### config.mk
export PLATFORM = sky130hd
export DESIGN_NAME = pc_fetch
export DESIGN_NICKNAME = d
export VERILOG_FILES = /design/src/rtl/pc_fetch.sv
export SDC_FILE = /design/constraint.sdc
export NUM_CORES = 1
export LEC_CHECK = 0
export ABC_AREA = 1
export BUFFER_PORTS_ARGS = -buffer_cell sky130_fd_sc_hd__buf_2
export CAP_MARGIN = 25
export CORE_ASPECT_RATIO = 1.75
export CORE_UTILIZATION = 26
export DETAILED_ROUTE_END_ITERATION = 16
export PLACE_DENSITY = 0.48
export SETUP_SLACK_MARGIN = 0.15
export SLEW_MARGIN = 25
export SYNTH_ARGS = -nofsm -noshare
export SYNTH_HDL_FRONTEND = slang
export SYNTH_SLANG_ARGS = --single-unit
### constraint.sdc
create_clock -name clk -period 2.2 [get_ports clk]
set_clock_uncertainty 0.1 [all_clocks]
set_input_delay 0.22 -clock clk [delete_from_list [all_inputs] [get_ports clk]]
set_output_delay 0.22 -clock clk [all_outputs]
set_load 0.05 [all_outputs]
### src/rtl/pc_fetch.sv
// pc_fetch: PC generation and instruction-fetch stage feeding the IF/ID register.
// Define PC_ALIGN_CHECK_EN to trap misaligned redirect targets (HALT + if_excpt_adel).
module pc_fetch #(
  parameter int                ADDR_W   = 32,
  parameter int                DATA_W   = 32,
  parameter logic [ADDR_W-1:0] RESET_PC = 32'h0000_0000
) (
  input  logic              clk,
  input  logic              rst,
  input  logic [5:0]        stall,
  input  logic              flush,
  input  logic [ADDR_W-1:0] new_pc,
  input  logic              branch_flag_i,
  input  logic [ADDR_W-1:0] branch_target_i,
  output logic              inst_req,
  output logic [ADDR_W-1:0] inst_addr,
  input  logic              inst_ack,
  input  logic [DATA_W-1:0] inst_rdata,
  output logic [ADDR_W-1:0] if_pc,
  output logic [DATA_W-1:0] if_inst,
  output logic              stallreq_if
`ifdef PC_ALIGN_CHECK_EN
  ,
  output logic              if_excpt_adel
`endif
);

`ifdef PC_ALIGN_CHECK_EN
  typedef enum logic [2:0] {
    BOOT    = 3'd0,
    FETCH   = 3'd1,
    HOLD    = 3'd2,
    DISCARD = 3'd3,
    HALT    = 3'd4
  } state_t;
`else
  typedef enum logic [2:0] {
    BOOT    = 3'd0,
    FETCH   = 3'd1,
    HOLD    = 3'd2,
    DISCARD = 3'd3
  } state_t;
`endif

  localparam logic [ADDR_W-1:0] PC_STEP = ADDR_W'(3'd4);
  localparam logic [ADDR_W-1:0] ZERO_A  = {ADDR_W{1'b0}};
  localparam logic [DATA_W-1:0] ZERO_D  = {DATA_W{1'b0}};

  state_t            state_r, state_n;
  logic [ADDR_W-1:0] pc_r, pc_n;
  logic [ADDR_W-1:0] disc_addr_r, disc_addr_n;
  logic [ADDR_W-1:0] buf_pc_r, buf_pc_n;
  logic [DATA_W-1:0] buf_inst_r, buf_inst_n;
  logic              buf_valid_r, buf_valid_n;
  logic [ADDR_W-1:0] if_pc_n;
  logic [DATA_W-1:0] if_inst_n;
  logic              hold_s;
  logic              ack_s;
  logic              redirect_s;
  logic [ADDR_W-1:0] flush_tgt_s;
  logic [ADDR_W-1:0] branch_tgt_s;
`ifdef PC_ALIGN_CHECK_EN
  logic              adel_n;
`endif

  function automatic logic [ADDR_W-1:0] align_target(input logic [ADDR_W-1:0] t);
`ifdef PC_ALIGN_CHECK_EN
    align_target = t;
`else
    align_target = {t[ADDR_W-1:2], 2'b00};
`endif
  endfunction

`ifdef PC_ALIGN_CHECK_EN
  function automatic logic misaligned(input logic [ADDR_W-1:0] t);
    misaligned = (t[1:0] != 2'b00);
  endfunction

  logic unused_s;
  assign unused_s = ^stall[5:1];
`else
  logic unused_s;
  assign unused_s = ^{stall[5:1], new_pc[1:0], branch_target_i[1:0]};
`endif

  // Handshake outputs; DISCARD keeps presenting the abandoned address until its ack.
  assign inst_req     = (state_r == FETCH) || (state_r == DISCARD);
  assign inst_addr    = (state_r == DISCARD) ? disc_addr_r : pc_r;
  assign stallreq_if  = inst_req & ~inst_ack;
  assign hold_s       = stall[0];
  assign ack_s        = inst_ack & inst_req;
  assign redirect_s   = branch_flag_i & ~hold_s;
  assign flush_tgt_s  = align_target(new_pc);
  assign branch_tgt_s = align_target(branch_target_i);

  // Next-state, PC, buffer and output-register logic.
  always_comb begin
    state_n     = state_r;
    pc_n        = pc_r;
    disc_addr_n = disc_addr_r;
    buf_pc_n    = buf_pc_r;
    buf_inst_n  = buf_inst_r;
    buf_valid_n = buf_valid_r;
    if_pc_n     = if_pc;
    if_inst_n   = if_inst;
`ifdef PC_ALIGN_CHECK_EN
    adel_n      = if_excpt_adel;
`endif
    if (flush) begin
      pc_n        = flush_tgt_s;
      if_pc_n     = ZERO_A;
      if_inst_n   = ZERO_D;
      buf_valid_n = 1'b0;
      disc_addr_n = inst_addr;
      if (inst_req && !inst_ack) begin
        state_n = DISCARD;
      end else begin
        state_n = FETCH;
      end
`ifdef PC_ALIGN_CHECK_EN
      if (misaligned(new_pc)) begin
        state_n = HALT;
        if_pc_n = new_pc;
        adel_n  = 1'b1;
      end else begin
        adel_n  = 1'b0;
      end
`endif
    end else begin
      case (state_r)
        BOOT: begin
          state_n = FETCH;
          if (redirect_s) begin
            pc_n = branch_tgt_s;
          end else begin
            pc_n = pc_r;
          end
          if (!hold_s) begin
            if_pc_n   = ZERO_A;
            if_inst_n = ZERO_D;
          end else begin
            if_pc_n   = if_pc;
            if_inst_n = if_inst;
          end
        end
        FETCH: begin
          if (redirect_s) begin
            // Same-cycle data is wrong-path; an unacked request must still be drained.
            pc_n        = branch_tgt_s;
            if_pc_n     = ZERO_A;
            if_inst_n   = ZERO_D;
            disc_addr_n = pc_r;
            if (ack_s) begin
              state_n = FETCH;
            end else begin
              state_n = DISCARD;
            end
          end else if (ack_s) begin
            pc_n = pc_r + PC_STEP;
            if (!hold_s) begin
              if_pc_n   = pc_r;
              if_inst_n = inst_rdata;
            end else begin
              buf_pc_n    = pc_r;
              buf_inst_n  = inst_rdata;
              buf_valid_n = 1'b1;
              state_n     = HOLD;
            end
          end else begin
            if (!hold_s) begin
              if_pc_n   = ZERO_A;
              if_inst_n = ZERO_D;
            end else begin
              if_pc_n   = if_pc;
              if_inst_n = if_inst;
            end
          end
        end
        HOLD: begin
          if (!hold_s) begin
            state_n     = FETCH;
            buf_valid_n = 1'b0;
            if (buf_valid_r) begin
              if_pc_n   = buf_pc_r;
              if_inst_n = buf_inst_r;
            end else begin
              if_pc_n   = ZERO_A;
              if_inst_n = ZERO_D;
            end
            if (branch_flag_i) begin
              pc_n = branch_tgt_s;
            end else begin
              pc_n = pc_r;
            end
          end else begin
            state_n = HOLD;
          end
        end
        DISCARD: begin
          if (redirect_s) begin
            pc_n = branch_tgt_s;
          end else begin
            pc_n = pc_r;
          end
          if (ack_s) begin
            state_n = FETCH;
          end else begin
            state_n = DISCARD;
          end
          if (!hold_s) begin
            if_pc_n   = ZERO_A;
            if_inst_n = ZERO_D;
          end else begin
            if_pc_n   = if_pc;
            if_inst_n = if_inst;
          end
        end
`ifdef PC_ALIGN_CHECK_EN
        HALT: begin
          state_n = HALT;
        end
`endif
        default: begin
          state_n     = BOOT;
          pc_n        = RESET_PC;
          if_pc_n     = ZERO_A;
          if_inst_n   = ZERO_D;
          buf_valid_n = 1'b0;
        end
      endcase
`ifdef PC_ALIGN_CHECK_EN
      // A misaligned branch target traps instead of fetching.
      if (redirect_s && (state_r != HALT) && misaligned(branch_target_i)) begin
        state_n     = HALT;
        pc_n        = branch_target_i;
        if_pc_n     = branch_target_i;
        if_inst_n   = ZERO_D;
        buf_valid_n = 1'b0;
        adel_n      = 1'b1;
      end else begin
        adel_n      = if_excpt_adel;
      end
`endif
    end
  end

  // State, PC, skid buffer and IF/ID-facing output registers.
  always_ff @(posedge clk or negedge rst) begin
    if (!rst) begin
      state_r     <= BOOT;
      pc_r        <= RESET_PC;
      disc_addr_r <= ZERO_A;
      buf_pc_r    <= ZERO_A;
      buf_inst_r  <= ZERO_D;
      buf_valid_r <= 1'b0;
      if_pc       <= ZERO_A;
      if_inst     <= ZERO_D;
`ifdef PC_ALIGN_CHECK_EN
      if_excpt_adel <= 1'b0;
`endif
    end else begin
      state_r     <= state_n;
      pc_r        <= pc_n;
      disc_addr_r <= disc_addr_n;
      buf_pc_r    <= buf_pc_n;
      buf_inst_r  <= buf_inst_n;
      buf_valid_r <= buf_valid_n;
      if_pc       <= if_pc_n;
      if_inst     <= if_inst_n;
`ifdef PC_ALIGN_CHECK_EN
      if_excpt_adel <= adel_n;
`endif
    end
  end

endmodule

==> impl_metrics.json <==
{
  "hp-class": "in -> reg",
  "ys_seq_elements": 191,
  "synth.largest_area_cell": "sky130_fd_sc_hd__dfrtp_1",
  "drtIter0Drc": 851,
  "cts_tree": "built",
  "antenna_violations_before_repair": 0,
  "cts_sinks": 191,
  "number_of_drc_violations_after_detailed_routing": 0,
  "num_antenna_cells": 0,
  "powerDensity_mw_per_mm2": 1500,
  "syn_area_sq_mm": 0.0111,
  "grt_setup_unrepaired": "yes",
  "cts_buffer_depth": 2,
  "final_hold_viol_count": 0,
  "max_freq_mhz": 480,
  "drive_gt1_share_pct": 19.3,
  "synthSimpleGateAreaFrac_pct": 23.3,
  "combinational_family_with_the_most_area_after_synthesis": "simple AND/OR/NAND/NOR gates",
  "setup_viol_count_final": 0,
  "number_of_violations_of_the_max_capacitance_limit": 0,
  "placement_rows": 99,
  "final.setup.tns_ns": 0,
  "grt_pass1_vias": 11000,
  "viasPerCell": 4.82,
  "fillerInstances": 4564,
  "timing.final.crit_period_ns": 2.08,
  "syn_nets": 1686,
  "gp_congestion": 0.916,
  "warning_count_from_the_yosys_run": 0,
  "ant_nets": 0,
  "grt_remaining_overflow": 0,
  "p_leak_nw": 6.84,
  "dieArea_sq_mm": 0.0435,
  "synth_cell_type_count": 37,
  "synth.area.mux_share_pct": 0,
  "detailedPlacementHpwl_microns": 29200,
  "synth_area_leaders": "sky130_fd_sc_hd__dfrtp_1, sky130_fd_sc_hd__nand2_1, sky130_fd_sc_hd__o21ai_0",
  "synthesized_area_divided_by_synthesized_cell_count_sq_um": 7.05,
  "netlist.area_leader.share_pct": 43.1,
  "final_min_period_over_clock_period_pct": 94.7,
  "synth_sequential_area_ratio_pct": 43.1,
  "dieHeight_microns": 275,
  "route.vias.total": 11400,
  "synth-edff-count": 0,
  "die_w_microns": 158,
  "cts-buffers-inserted": 17,
  "synth_xor_xnor_area_share_pct": 0.316,
  "grt_first_pass_wirelength_microns": 63800,
  "fp.coreArea_sq_mm": 0.0419,
  "cp-end-kind": "output pin",
  "starting_utilization_of_the_core_area_pct": 26.5,
  "synth_compound_gate_area_share_pct": 22.3,
  "cts-htree-levels": 4,
  "max_transition_viols_final": 0,
  "top_level_i_o_count": 205,
  "final_instance_count_without_filler_cells": 2362,
  "cell_count_after_synthesis": 1574,
  "synth_async_sr_flop_share_pct": 100,
  "worstSetupStartpointType": "flop",
  "final_common_cell": "sky130_fd_sc_hd__nand2_1",
  "arrival_ns": 1.76,
  "nets": 1906,
  "final_cell_mix": "sky130_fd_sc_hd__nand2_1, sky130_fd_sc_hd__dfrtp_1, sky130_fd_sc_hd__nor2_1",
  "status": "finished, final reports clean",
  "crit_fanout": 4,
  "reg2reg_slack_ns": 0.17,
  "worst_ir_drop_vdd_v": 0.000591,
  "max-slew-margin-rel_pct": 58.5,
  "pin_count_of_the_biggest_net_entering_global_routing": 125,
  "cells_after_dpl": 2269,
  "clock_tree.root_cell": "sky130_fd_sc_hd__clkbuf_16",
  "ys_dominant_reg_cell": "sky130_fd_sc_hd__dfrtp_1",
  "place.port_buffers": 195,
  "critical_path_start_end_classification": "reg -> out",
  "firstDrtPassIters": 6,
  "clkTransAtPathRegs_ns": 0.08,
  "flow.area_growth_from_synthesis_pct": 32.6,
  "worstSkewPairLatency_ns": 0.46,
  "synth_adder_area_share_pct": 0.564,
  "route.detailed.wl_per_inst_microns": 18.4,
  "grt_usage_pct": 19.3,
  "cp_data_required_time_ns": 1.88,
  "worst_pin_slew_ns": 0.622,
  "routed_wirelength_microns": 43500
}
synth_stat cells, types with 7 or more instances:
cell / number
sky130_fd_sc_hd__nand2_1: 398
sky130_fd_sc_hd__dfrtp_1: 191
sky130_fd_sc_hd__nor2_1: 187
sky130_fd_sc_hd__inv_1: 173
sky130_fd_sc_hd__o21ai_0: 173
sky130_fd_sc_hd__a21oi_1: 103
sky130_fd_sc_hd__o21ai_1: 60
sky130_fd_sc_hd__o22ai_1: 57
sky130_fd_sc_hd__clkbuf_1: 48
sky130_fd_sc_hd__nand3_1: 43
sky130_fd_sc_hd__buf_2: 30
sky130_fd_sc_hd__o221ai_1: 30
sky130_fd_sc_hd__buf_4: 9
sky130_fd_sc_hd__a22oi_1: 7
critical path, stage by stage (launching register included):
cell and delay [ns]:
sky130_fd_sc_hd__dfrtp_2 0.46, sky130_fd_sc_hd__ha_4 0.23, sky130_fd_sc_hd__or2_4 0.32, sky130_fd_sc_hd__nand2_4 0.09
sky130_fd_sc_hd__inv_1 0.05, sky130_fd_sc_hd__buf_6 0.14
state kept, by name, summed over array words and instances, names as in the netlist:
name,flops
if_inst,32
pc_r,30
buf_inst_r,32
disc_addr_r,32
buf_valid_r,1
if_pc,32
buf_pc_r,30
state_r,2
path summary, 6_finish.rpt:
| path | from | to | cells past startpoint |
|---|---|---|---|
| min reg2reg | buf_pc_r[6] | buf_pc_r[6] | 2 |
| max | state_r[0] | stallreq_if | 5 |
| min | branch_target_i[26] | pc_r[26] | 5 |
| max reg2reg | state_r[0] | pc_r[7] | 9 |
| min in group asynchronous | rst | if_pc[31] | 2 |
| max in group asynchronous | rst | state_r[0] | 3 |
power by group:
part / internal [mW] / total, mW / switching (mW) / leakage (nW)
Clock: 1.84 / 3.45 / 1.61 / 0.300
Sequential: 4.84 / 5.92 / 1.08 / 2.40
Combinational: 4.22 / 12.7 / 8.45 / 4.15
Total: 10.9 / 22.0 / 11.1 / 6.84
final cells by class:
type	count	area (sq um)	share of cell area (%)
inverters	180	681	4.63
clock buffers	18	429	2.92
well taps	555	694	4.72
flip-flops and latches	191	4780	32.5
clock inverters	14	194	1.32
repair buffers	299	2450	16.6
multi-input cells	1105	5480	37.2
timing repair:
| item | 4_1_cts | 5_1_grt |
|---|---|---|
| pin swaps | 2 | 5 |
| hold buffers | 47 | 0 |
| resized for setup | 74 | 39 |
| buffers inserted | 2 | 3 |
| endpoints found under the hold margin | 101 | 0 |
| endpoints found under the setup margin | 108 | 131 |
| gates cloned | 1 | 8 |
stage by stage:
step	total power, mW	hold WS [ns]	setup WS, ns	utilization (%)	area [sq um]
2_1_floorplan	13.3	-0.176	-0.120	-	11200
3_3_place_gp	16.5	0.180	0.0848	30.8	12900
3_5_place_dp	16.7	0.176	0.0251	30.8	12900
4_1_cts	21.1	0.000496	0.0490	34.2	14300
5_1_grt	23.4	0.0280	0.0705	35.1	14700
6_report	22.0	0.0169	0.117	35.1	14700
kinds of logic (layout without fill, tap and decap cells):
family / count (synthesis) / count (layout)
buffers and inverters: 278 / 511
adders and majority gates: 5 / 5
and+or+nand+nor: 650 / 650
DFF: 191 / 191
AOI/OAI and AO/OA: 446 / 446
xor gates and xnor gates: 4 / 4
routing by layer:
| metal | global-route usage [%] | up-vias | part of all wire [%] |
|---|---|---|---|
| met4 | 7.92 | 0 | 3.0 |
| met1 | 22.8 | 5473 | 41 |
| met2 | 34.6 | 285 | 53 |
| met5 | 0 | - | 0 |
| met3 | 2.70 | 56 | 3.2 |
| li1 | - | 5580 | - |
No activity file was read; power rests on OpenSTA's default activity.
